$ cat src/rtl/sign_narrow16.sv
// Narrows a signed 16-bit word to 8 bits behind a 2-entry ready/valid FIFO, flagging and counting out-of-range inputs.
// Optional build macro SIGN_NARROW16_SATURATE_EN: clamp out-of-range results to 8'h7F / 8'h80 instead of truncating.
module sign_narrow16 #(
  parameter int CNT_W = 8
) (
  input  logic             CLK,
  input  logic             Reset,
  input  logic             in_valid,
  output logic             in_ready,
  input  logic [15:0]      in,
  output logic             out_valid,
  input  logic             out_ready,
  output logic [7:0]       r,
  output logic             ovf,
  output logic [CNT_W-1:0] ovf_count
);

  typedef enum logic [1:0] {
    EMPTY = 2'd0,
    ONE   = 2'd1,
    FULL  = 2'd2
  } state_t;

  // Exactly recoverable by 8-to-16 sign extension when the top nine bits agree.
  function automatic logic in_range(input logic [15:0] v);
    return (v[15:7] == 9'h000) || (v[15:7] == 9'h1FF);
  endfunction

  function automatic logic [7:0] narrow(input logic [15:0] v);
`ifdef SIGN_NARROW16_SATURATE_EN
    if (in_range(v)) begin
      return v[7:0];
    end else if (v[15]) begin
      return 8'h80;
    end else begin
      return 8'h7F;
    end
`else
    return v[7:0];
`endif
  endfunction

  state_t           state_r;
  logic             in_ready_r;
  logic             out_valid_r;
  logic [7:0]       head_data_r;
  logic             head_ovf_r;
  logic [7:0]       tail_data_r;
  logic             tail_ovf_r;
  logic [CNT_W-1:0] count_r;

  logic       push_s;
  logic       pop_s;
  logic [7:0] new_data_s;
  logic       new_ovf_s;

  // Handshake decode and the narrowed value of the word on the input.
  always_comb begin
    push_s     = 1'b0;
    pop_s      = 1'b0;
    new_data_s = 8'h00;
    new_ovf_s  = 1'b0;
    if (in_valid && in_ready_r) begin
      push_s = 1'b1;
    end else begin
      push_s = 1'b0;
    end
    if (out_valid_r && out_ready) begin
      pop_s = 1'b1;
    end else begin
      pop_s = 1'b0;
    end
    new_data_s = narrow(in);
    new_ovf_s  = ~in_range(in);
  end

  // FIFO state machine; head holds the word on r/ovf, tail holds the second entry when FULL.
  always_ff @(posedge CLK) begin
    if (Reset) begin
      state_r     <= EMPTY;
      in_ready_r  <= 1'b1;
      out_valid_r <= 1'b0;
      head_data_r <= 8'h00;
      head_ovf_r  <= 1'b0;
      tail_data_r <= 8'h00;
      tail_ovf_r  <= 1'b0;
    end else begin
      case (state_r)
        EMPTY: begin
          if (push_s) begin
            head_data_r <= new_data_s;
            head_ovf_r  <= new_ovf_s;
            state_r     <= ONE;
            out_valid_r <= 1'b1;
            in_ready_r  <= 1'b1;
          end
        end
        ONE: begin
          if (push_s && pop_s) begin
            head_data_r <= new_data_s;
            head_ovf_r  <= new_ovf_s;
          end else if (push_s) begin
            tail_data_r <= new_data_s;
            tail_ovf_r  <= new_ovf_s;
            state_r     <= FULL;
            in_ready_r  <= 1'b0;
          end else if (pop_s) begin
            state_r     <= EMPTY;
            out_valid_r <= 1'b0;
          end
        end
        FULL: begin
          if (pop_s) begin
            head_data_r <= tail_data_r;
            head_ovf_r  <= tail_ovf_r;
            state_r     <= ONE;
            in_ready_r  <= 1'b1;
          end
        end
        default: begin
          state_r     <= EMPTY;
          in_ready_r  <= 1'b1;
          out_valid_r <= 1'b0;
        end
      endcase
    end
  end

  // Saturating count of accepted out-of-range words.
  always_ff @(posedge CLK) begin
    if (Reset) begin
      count_r <= {CNT_W{1'b0}};
    end else if (push_s && new_ovf_s && (count_r != {CNT_W{1'b1}})) begin
      count_r <= count_r + {{(CNT_W-1){1'b0}}, 1'b1};
    end
  end

  assign in_ready  = in_ready_r;
  assign out_valid = out_valid_r;
  assign r         = head_data_r;
  assign ovf       = head_ovf_r;
  assign ovf_count = count_r;

endmodule
$ cat config.mk
export PLATFORM = sky130hd
export DESIGN_NAME = sign_narrow16
export DESIGN_NICKNAME = d
export VERILOG_FILES = /design/src/rtl/sign_narrow16.sv
export SDC_FILE = /design/constraint.sdc
export NUM_CORES = 1
export LEC_CHECK = 0
export BUFFER_PORTS_ARGS = -buffer_cell sky130_fd_sc_hd__buf_2
export CELL_PAD_IN_SITES_DETAIL_PLACEMENT = 0
export CELL_PAD_IN_SITES_GLOBAL_PLACEMENT = 1
export CORE_AREA = 5 5 82 84
export CTS_CLUSTER_DIAMETER = 50
export DETAILED_ROUTE_END_ITERATION = 6
export DIE_AREA = 0 0 87 89
export PLACE_DENSITY = 0.63
export SYNTH_ARGS = -nofsm -noshare
export SYNTH_HDL_FRONTEND = slang
export SYNTH_SLANG_ARGS = --single-unit
$ cat constraint.sdc
create_clock -name CLK -period 1.6 [get_ports CLK]
set_input_delay 0.16 -clock CLK [delete_from_list [all_inputs] [get_ports CLK]]
set_output_delay 0.16 -clock CLK [all_outputs]
set_load 0.005 [all_outputs]
==> results of run 1 <==
[what timing repair did]
item                                   4_1_cts  5_1_grt
buffers inserted                             0        0
gates resized for setup                      0        4
endpoints found under the hold margin        0        0
setup endpoints to repair                    0       18
[power by group]
part	switching [mW]	internal, mW	total (mW)	leakage (nW)
combinational	0.200	0.174	0.373	0.549
clock	0.301	0.345	0.647	0.0472
sequential	0.0323	0.807	0.839	0.245
[worst reg2reg max path, delay by kind of cell, from the launching register on]
kind / cells / cell delay [ps]
buffers and inverters: 1 / 200
AO/OA/AOI/OAI: 2 / 320
flip-flops: 1 / 350
AND/OR/NAND/NOR: 3 / 520
[how the worst max path moves through the flow]
stage / depth (start not counted) / to / start
6_report: 6 / ovf_count[3]$_SDFFE_PP0P_ / ovf_count[4]$_SDFFE_PP0P_
4_1_cts: 6 / tail_ovf_r$_SDFFE_PP0P_ / in_ready$_SDFFE_PP1P_
3_5_place_dp: 7 / ovf_count[2]$_SDFFE_PP0P_ / in[10]
5_1_grt: 5 / ovf$_SDFFE_PP0P_ / state_r[1]$_SDFFE_PP0P_
2_1_floorplan: 5 / ovf_count[0]$_SDFFE_PP0P_ / in[10]
3_3_place_gp: 7 / ovf_count[3]$_SDFFE_PP0P_ / in[10]
[routing by layer]
layer	part of all wire, %	vias up	GRT usage (%)
met4	0.73	0	2.97
li1	-	711	-
met5	0	-	0
met3	6.5	5	3.78
met1	47	630	13.1
met2	46	36	14.8
[cell usage after synthesis]
cell / n
buf_4: 1
nand2_1: 16
a31oi_1: 4
nand4_1: 4
mux2i_1: 8
mux2_1: 1
nor4_4: 1
and2_1: 1
o31ai_2: 1
and3_1: 2
a41oi_1: 1
o21ai_0: 2
a21bo_1: 1
a21boi_1: 1
nand2b_1: 1
a32oi_1: 1
inv_1: 4
a31o_1: 2
buf_1: 1
clkbuf_1: 6
nor2b_1: 3
a211oi_1: 9
nor2_1: 18
or4_4: 1
a21oi_2: 3
dfxtp_1: 30
nor3_2: 2
or2_2: 1
or3_1: 2
nand3_1: 12
a41o_1: 2
o21bai_1: 1
a21oi_1: 13
a311oi_1: 2
o22a_1: 1
nor4_2: 1
ha_1: 1
a221oi_1: 1
[cell type report]
cell class	instances	area, um^2	share of cell area [%]
multi-input cells	120	779	40.4
flip-flops and latches	30	601	31.1
repair buffers	57	347	18.0
well taps	75	93.8	4.86
clock buffers	6	82.6	4.28
inverters	4	15.0	0.778
clock inverters	2	12.5	0.648
[layout by cell type (no fill, tap or decap), drive strengths merged, types with 2 or more instances in the layout]
cell type	n
a21oi	16
a31oi	4
mux2i	8
dfxtp	30
a41o	2
nor2b	3
nand3	12
or3	2
nor4	2
o21ai	2
buf	57
inv	4
a311oi	2
nor2	18
and3	2
nand2	16
nor3	2
clkbuf	6
a31o	2
nand4	4
a211oi	9
[metrics by stage]
step	util, %	std cells	setup TNS [ps]	worst slack [ps]	power (mW)
finish	33.0	294	0	156	1.86
global route	33.0	294	-5.42	-5.42	1.98
CTS	32.6	293	0	40.0	1.88
detailed placement	31.0	285	-928	-118	1.22
global placement	31.0	285	-744	-95.0	1.22
floorplan	-	162	-16.8	-16.8	1.06
[state kept, by name (all words and copies together), names as in the netlist]
register	cells
ovf_count	8
r	8
tail_data_r	8
state_r	2
in_ready	1
out_valid	1
ovf	1
tail_ovf_r	1
[logic make-up after synthesis]
logic type / share of synthesized area (%)
AOI/OAI and AO/OA: 22.7
and+or+nand+nor: 24.0
muxes: 6.45
buffers and inverters: 3.45
DFF: 42.4
adders and majority gates: 0.884
==> results.md, run 1 <==
* First-pass GRT wire length at 6.07 mm
* Crit-path max cell delay at 350 ps
* Net count after synthesis at 183
* Hold EP: tail_data_r[6]$_SDFFE_PP0P_
* Nets at 239
* Worst Path Buf+Inv at 1
* Initial DRT Pass Iterations at 4
* Reg2reg end: ovf_count[3]$_SDFFE_PP0P_
* Antenna diode count at 0
* Max FO, Critical Path at 5
* WS Path Type: reg2reg
* Cells after Synth at 162
* Reg clk slew, reported paths at 70 ps
* Core area at 5850 um^2
* Hold Slack at 139 ps
* Via density at 4.70
* Lkg Pwr at 0.842 nW
* Initial DRC count at 48
* Root Driver: clkbuf_8
* Cell Area, Synth at 1420 um^2
* Die X at 87 um
* CTS tree: built
* CP arrival at 1660 ps
* Fmax at 692 MHz
* Hold Crit Depth at 3
* P&R area growth vs syn at 36.4%
* Final Hold Fails at 0
* Crit start category: register
* WP data required at 1810 ps
* Initial antenna violation count at 0
* Rows at 28
* Die height at 89 um
* Worst vdd ir at 0.322 mV
* WL/cell at 12.6 um
* Slew headroom at 75.4%
* Ys Warns at 0
* Critical-path cell list: and3_1, and2_1, nand4_1, buf_4, a31o_1, a21oi_2
* Global route total overflow at 0
* Ranking of synthesized cells by area: dfxtp_1 42%, mux2i_1 5.7%, a211oi_1 4.8%, nor2_1 4.8%, a21oi_1 4.6%
* Sequential share of the synthesized area at 42.4%
* CTS Hold Bufs at 0
* Total global-route track usage at 9.86%
* Starting density of the core at 24.2%
* CP top delay family: simple AND/OR/NAND/NOR gates
* Setup-failing EPs final at 0
* Clock sink total at 30
* GPL Wtd Cong at 0.736
* Worst-skew pair later-pin latency at 280 ps
* Post-route cell area at 1930 um^2
* Yosys reg bits at 30
* Slack of the worst reg-to-reg path at 160 ps
* Number of global-route vias before repair at 1317
* DRC viols at 0
* Layout cells sized above 1 at 35.2%
* H-Tree Depth at 2
* Post-Route Skew at 7.55 ps
* Min-delay src: in[6]
* Slew at the pin closest to its max-slew limit at 369 ps
* Reg2reg path depth at 6
* Via Count at 1382
* Avg Cell Area, Syn at 8.74 um^2
* CP Capture Type: register
* Hold Crit Class: in2reg
* Final ANT Viol Nets at 0
* Synth top area share at 42.4%
* FILL cells at 649
* IO Pins at 39
* DPL Wire Length at 2.65 mm
* Synth unique cells at 38
* Tcrit/Tclk final at 90.3%
* Status: finished clean
* Highest-delay cell along the critical path: dfxtp_1
* Num CTS Buffers at 5
* Clock Path Buffers at 2
* Placed Area at 1810 um^2
* Largest net degree at the start of global routing at 19
* Die area at 7740 um^2
* Top cell type by total area after synthesis: dfxtp_1
* RSZ-0062 raised after global routing: yes
* Final Max Slew Viols at 0
* PwrDens at 963 nW/um^2
* Worst R2R Start: ovf_count[4]$_SDFFE_PP0P_
* # port buffers at 38
* Max-cap viol count at 0
* Post-Route WL at 3.72 mm
* Crit path time final at 1440 ps
Note: power is estimated with default switching activity, not from simulation.
==> run 2: changes to the inputs <==
--- a/config.mk
+++ b/config.mk
@@ -8,11 +8,11 @@
 export BUFFER_PORTS_ARGS = -buffer_cell sky130_fd_sc_hd__buf_2
 export CELL_PAD_IN_SITES_DETAIL_PLACEMENT = 0
 export CELL_PAD_IN_SITES_GLOBAL_PLACEMENT = 1
-export CORE_AREA = 5 5 82 84
+export CORE_AREA = 2 2 79 81
 export CTS_CLUSTER_DIAMETER = 50
 export DETAILED_ROUTE_END_ITERATION = 6
-export DIE_AREA = 0 0 87 89
-export PLACE_DENSITY = 0.63
+export DIE_AREA = 0 0 81 83
+export PLACE_DENSITY = 0.61
 export SYNTH_ARGS = -nofsm -noshare
 export SYNTH_HDL_FRONTEND = slang
 export SYNTH_SLANG_ARGS = --single-unit
==> constraint.sdc (replaced) <==
create_clock -name CLK -period 1.9 [get_ports CLK]
set_input_delay 0.38 -clock CLK [delete_from_list [all_inputs] [get_ports CLK]]
set_output_delay 0.38 -clock CLK [all_outputs]
set_load 0.005 [all_outputs]
==> run 2 against run 1 <==
Net effect: clock skew decreased by 1.5 ps; via count decreased by 1.2%; clock power decreased by 17%; worst setup slack improved by 96 ps; power decreased by 17%; critical path depth increased by 1; largest cell class unchanged.
==> results.md, run 2 (synthesis gave the netlist of run 1 again) <==
* Status: finished clean
* Worst R2R Start: state_r[0]$_SDFFE_PP0P_
* Total global-route track usage at 11.1%
* Num CTS Buffers at 5
* Die height at 83 um
* WP data required at 2120 ps
* Number of global-route vias before repair at 1234
* FILL cells at 641
* Rows at 28
* Global Route met2 Usage at 16.2%
* H-Tree Depth at 2
* IO Pins at 39
* Switching pwr at 0.438 mW
* Tcrit/Tclk final at 86.7%
* CTS Hold Bufs at 0
* Slew at the pin closest to its max-slew limit at 508 ps
* Lkg Pwr at 0.815 nW
* Clock Path Buffers at 2
* CP Capture Type: register
* Clk pwr share at 35.0%
* Final Hold Fails at 0
* Setup-failing EPs final at 0
* Post-Route Setup TNS at 0 ps
* Clock sink total at 30
* P&R area growth vs syn at 32.4%
* Combinational Power Share at 18.8%
* Slew headroom at 65.8%
* Via Count at 1366
* DRC viols at 0
* Largest net degree at the start of global routing at 20
* Met3 global-route usage at 3.48%
* Max FO, Critical Path at 6
* Initial DRC count at 57
* Hold EP: tail_data_r[0]$_SDFFE_PP0P_
* Starting density of the core at 24.3%
* Fmax at 607 MHz
* First-pass GRT wire length at 5.83 mm
* # port buffers at 38
* Final Max Slew Viols at 0
* Most frequent cells in the layout: 38 x buf_2, 30 x dfxtp_1, 18 x nor2_1, 16 x nand2_1, 15 x buf_4
* Final ANT Viol Nets at 0
* Slack of the worst reg-to-reg path at 330 ps
* Initial DRT Pass Iterations at 4
* Number of setup buffers added after CTS at 0
* Pwr Total at 1.54 mW
* WS Path Type: in2reg
* Pre-CTS WS at -58.3 ps
* Worst-skew pair later-pin latency at 280 ps
* Post-Route WL at 3.49 mm
* Min-delay src: in[0]
* Commonest non-fill, non-tap cell in the layout: buf_2
* Layout cells sized above 1 at 33.0%
* CTS tree: built
* Antenna diode count at 0
* Reg2reg end: tail_ovf_r$_SDFFE_PP0P_
* Nets at 235
* Crit path time final at 1650 ps
* GPL Wtd Cong at 0.730
* Hold Crit Depth at 3
* Sequential share of power at 46.1%
* Crit start category: primary input
* Via density at 4.71
* RSZ-0062 raised after global routing: no
* WL/cell at 12.0 um
* Initial antenna violation count at 0
* PwrDens at 824 nW/um^2
* Reg2reg path depth at 5
* Die area at 6720 um^2
* Pint at 1.10 mW
* Core area at 5820 um^2
* Grt peak-use layer: met2
* Die X at 81 um
* Hold Crit Class: in2reg
* DPL Wire Length at 2.56 mm
* Setup ws final at 252 ps
* Sw Ratio at 28.4%
* CTS resizes at 0
* Post-Route Skew at 6.02 ps
* Worst vdd ir at 0.241 mV
* Global route total overflow at 0
* CP arrival at 1870 ps
* Max-cap viol count at 0
* GRT met1 Usage at 14.8%
* Reg clk slew, reported paths at 70 ps
* Root Driver: clkbuf_8
run 2: worst max path at each step:
stage          startpoint                         to  slack (ps)  depth (start not counted)
2_1_floorplan      in[10]  ovf_count[0]$_SDFFE_PP0P_          60                          5
3_3_place_gp       in[10]  ovf_count[4]$_SDFFE_PP0P_         -30                          7
3_5_place_dp       in[10]  ovf_count[4]$_SDFFE_PP0P_         -60                          7
4_1_cts            in[10]  ovf_count[3]$_SDFFE_PP0P_         240                          7
5_1_grt            in[10]  ovf_count[4]$_SDFFE_PP0P_         170                          7
6_report           in[10]  ovf_count[3]$_SDFFE_PP0P_         250                          7
run 2: power by group through the flow:
stage,Sequential [mW],Clock (mW),Combinational [mW]
6_report,0.712,0.540,0.291
5_1_grt,0.717,0.593,0.328
4_1_cts,0.711,0.561,0.298
3_5_place_dp,0.726,0,0.297
3_3_place_gp,0.725,0,0.296
2_1_floorplan,0.729,0,0.162
run 2: per-layer routing:
metal / wire length, um / up-vias
met4: 64 / 0
li1: - / 705
met5: 0 / -
met1: 1680 / 624
met2: 1560 / 32
met3: 195 / 5
run 2: worst max-delay path, stage by stage:
cell	delay (ps)
buf_2	100
or4_4	540
nor4_4	280
buf_4	160
nor4_2	60
a31o_1	240
a21oi_2	100
run 2: layout make-up:
cell class | instances | area (um^2) | area share [%]
clock buffer | 6 | 82.6 | 4.41
clock inverter | 2 | 12.5 | 0.668
inverter | 4 | 15.0 | 0.802
multi-input combinational | 120 | 766 | 40.9
sequential | 30 | 601 | 32.1
tap | 75 | 93.8 | 5.01
timing repair buffer | 53 | 303 | 16.2
run 2: stage by stage:
| stage | util (%) | area (um^2) | hold WS (ps) | std cells |
|---|---|---|---|---|
| after floorplan | - | 1420 | 436 | 162 |
| after global placement | 30.6 | 1780 | 443 | 282 |
| after detailed placement | 30.6 | 1780 | 449 | 282 |
| after CTS | 32.2 | 1870 | 359 | 290 |
| after global routing | 32.2 | 1870 | 370 | 290 |
| final | 32.2 | 1870 | 360 | 290 |
==> run 3: changes to the inputs <==
--- a/config.mk
+++ b/config.mk
@@ -12,7 +12,7 @@
 export CTS_CLUSTER_DIAMETER = 50
 export DETAILED_ROUTE_END_ITERATION = 6
 export DIE_AREA = 0 0 81 83
-export PLACE_DENSITY = 0.61
+export PLACE_DENSITY = 0.6
 export SYNTH_ARGS = -nofsm -noshare
 export SYNTH_HDL_FRONTEND = slang
 export SYNTH_SLANG_ARGS = --single-unit
==> constraint.sdc (replaced) <==
create_clock -name CLK -period 1.9 [get_ports CLK]
set_input_delay 0.38 -clock CLK [delete_from_list [all_inputs] [get_ports CLK]]
set_output_delay 0.38 -clock CLK [all_outputs]
set_load 0.05 [all_outputs]
==> run 3 against run 2 <==
Net effect: clock skew decreased by 0.56 ps; cell area decreased by 2.1%; non-clock buffer count decreased by 4; register-to-register slack got worse by 110 ps; die area unchanged; via count increased by 0.44%; first-iteration DRC count decreased by 7.0%; worst hold slack got worse by 8.9 ps; critical path depth decreased by 2; global-route usage increased by 0.24 points; combinational power increased by 40%; worst setup slack got worse by 32 ps.
==> results.md, run 3 (synthesis gave the netlist of run 1 again) <==
* Lkg Pwr at 0.792 nW
* Final ANT Viol Nets at 0
* Final Hold Fails at 0
* WP data required at 2070 ps
* Post-route cell area at 1830 um^2
* Most frequent cells in the layout: 38 x buf_2, 25 x dfxtp_1, 18 x nor2_1, 16 x nand2_1, 13 x a21oi_1
* Max FO, Critical Path at 7
* Highest-delay cell along the critical path: dfxtp_2
* Number of global-route vias before repair at 1204
* Crit path time final at 1680 ps
* H-Tree Depth at 2
* Critical-path cell list: and3_1, and2_1, nand4_1, nand2_1, mux2_1
* Antenna diode count at 0
* Num CTS Buffers at 5
* Worst-skew pair later-pin latency at 290 ps
* Crit-path max cell delay at 370 ps
* Pre-CTS WS at -98.1 ps
* Clock sink total at 30
* Core area at 5820 um^2
* Tcrit/Tclk final at 88.4%
* Reg clk slew, reported paths at 70 ps
* Largest net degree at the start of global routing at 20
* RSZ-0062 raised after global routing: no
* GPL Wtd Cong at 0.706
* Clk pwr share at 30.4%
* Switching pwr at 0.554 mW
* CTS tree: built
* Critical Path Stages at 5
* CP arrival at 1850 ps
* WL/cell at 12.5 um
* Fmax at 595 MHz
* Final Max Slew Viols at 0
* CP top delay family: simple AND/OR/NAND/NOR gates
* IO Pins at 39
* Crit start category: register
* Status: finished clean
* Worst Path Buf+Inv at 0
* Layout cells sized above 1 at 33.8%
* PwrDens at 880 nW/um^2
* Via Count at 1372
* Sw Ratio at 34.3%
* Die X at 81 um
* Slew headroom at 63.0%
* Initial antenna violation count at 0
* Slew at the pin closest to its max-slew limit at 550 ps
* Post-Route Setup TNS at 0 ps
* Worst vdd ir at 0.255 mV
* CTS resizes at 0
* Hold Crit Depth at 3
* Reg2reg path depth at 5
* Initial DRC count at 53
* P&R area growth vs syn at 29.5%
* Number of setup buffers added after CTS at 0
* Combinational Power Share at 25.3%
* DPL Wire Length at 2.50 mm
* Die area at 6720 um^2
* CP Capture Type: register
* Starting density of the core at 24.3%
* WS Path Type: reg2reg
* Max-cap viol count at 0
* Post-Route WL at 3.55 mm
* # port buffers at 38
* Placed Area at 1750 um^2
* CTS Hold Bufs at 0
* Root Driver: clkbuf_8
* Setup-failing EPs final at 0
* Commonest non-fill, non-tap cell in the layout: buf_2
* First-pass GRT wire length at 5.84 mm
* Sequential share of power at 44.3%
* Post-Route Skew at 5.46 ps
* Rows at 28
* Global route total overflow at 0
* Die height at 83 um
* Total global-route track usage at 11.4%
* Clock Path Buffers at 2
* Pint at 1.06 mW
* Via density at 4.81
* Hold Crit Class: in2reg
* Nets at 231
* DRC viols at 0
* Initial DRT Pass Iterations at 4
* Setup ws final at 220 ps
[run 3: cell types whose count changed in the layout (fill, tap and decap cells not counted), sizes merged]
cell / change
clkinvlp: -1
buf: -4
clkinv: +1
clkbuf: -1
[run 3: layout make-up]
type	instances	area (um^2)
clock buffers	5	68.8
clock inverters	2	10.0
flip-flops and latches	30	607
multi-input cells	120	766
well taps	75	93.8
fillers	668	3980
repair buffers	49	273
inverters	4	15.0
[run 3: worst paths after layout]
| check | start | to | slack [ps] |
|---|---|---|---|
| max | ovf_count[2]$_SDFFE_PP0P_ | ovf_count[0]$_SDFFE_PP0P_ | 220 |
| min | in[0] | tail_data_r[0]$_SDFFE_PP0P_ | 350 |
| max reg2reg | ovf_count[2]$_SDFFE_PP0P_ | ovf_count[0]$_SDFFE_PP0P_ | 220 |
| min reg2reg | tail_data_r[4]$_SDFFE_PP0P_ | tail_data_r[4]$_SDFFE_PP0P_ | 450 |
[run 3: metrics by stage]
step	std cells	util (%)	total power, mW	hold slack, ps
after floorplan	162	-	1.01	436
after global placement	278	30.2	1.14	443
after detailed placement	278	30.2	1.14	447
after CTS	285	31.5	1.64	345
after global routing	285	31.5	1.70	359
final	285	31.5	1.61	351
[run 3: layer usage]
metal  global-route usage [%]  vias to the layer above  part of all wire, %
li1                         -                      696                    -
met3                     3.48                        8                  5.6
met1                     14.7                      632                   46
met5                        0                        -                    0
met4                     6.47                        0                  2.6
met2                     16.5                       36                   45
[run 3: power by group through the flow]
stage	sequential, mW	combinational, mW	clock, mW
2_1_floorplan	0.852	0.162	0
3_3_place_gp	0.729	0.410	0
3_5_place_dp	0.729	0.411	0
4_1_cts	0.715	0.412	0.513
5_1_grt	0.722	0.441	0.535
6_report	0.715	0.407	0.490
[run 3: worst register-to-register path, cell delays in order (launching register included)]
cell     delay [ps]
dfxtp_2         370
and3_1          260
and2_1          190
nand4_1         270
nand2_1         160
mux2_1          320
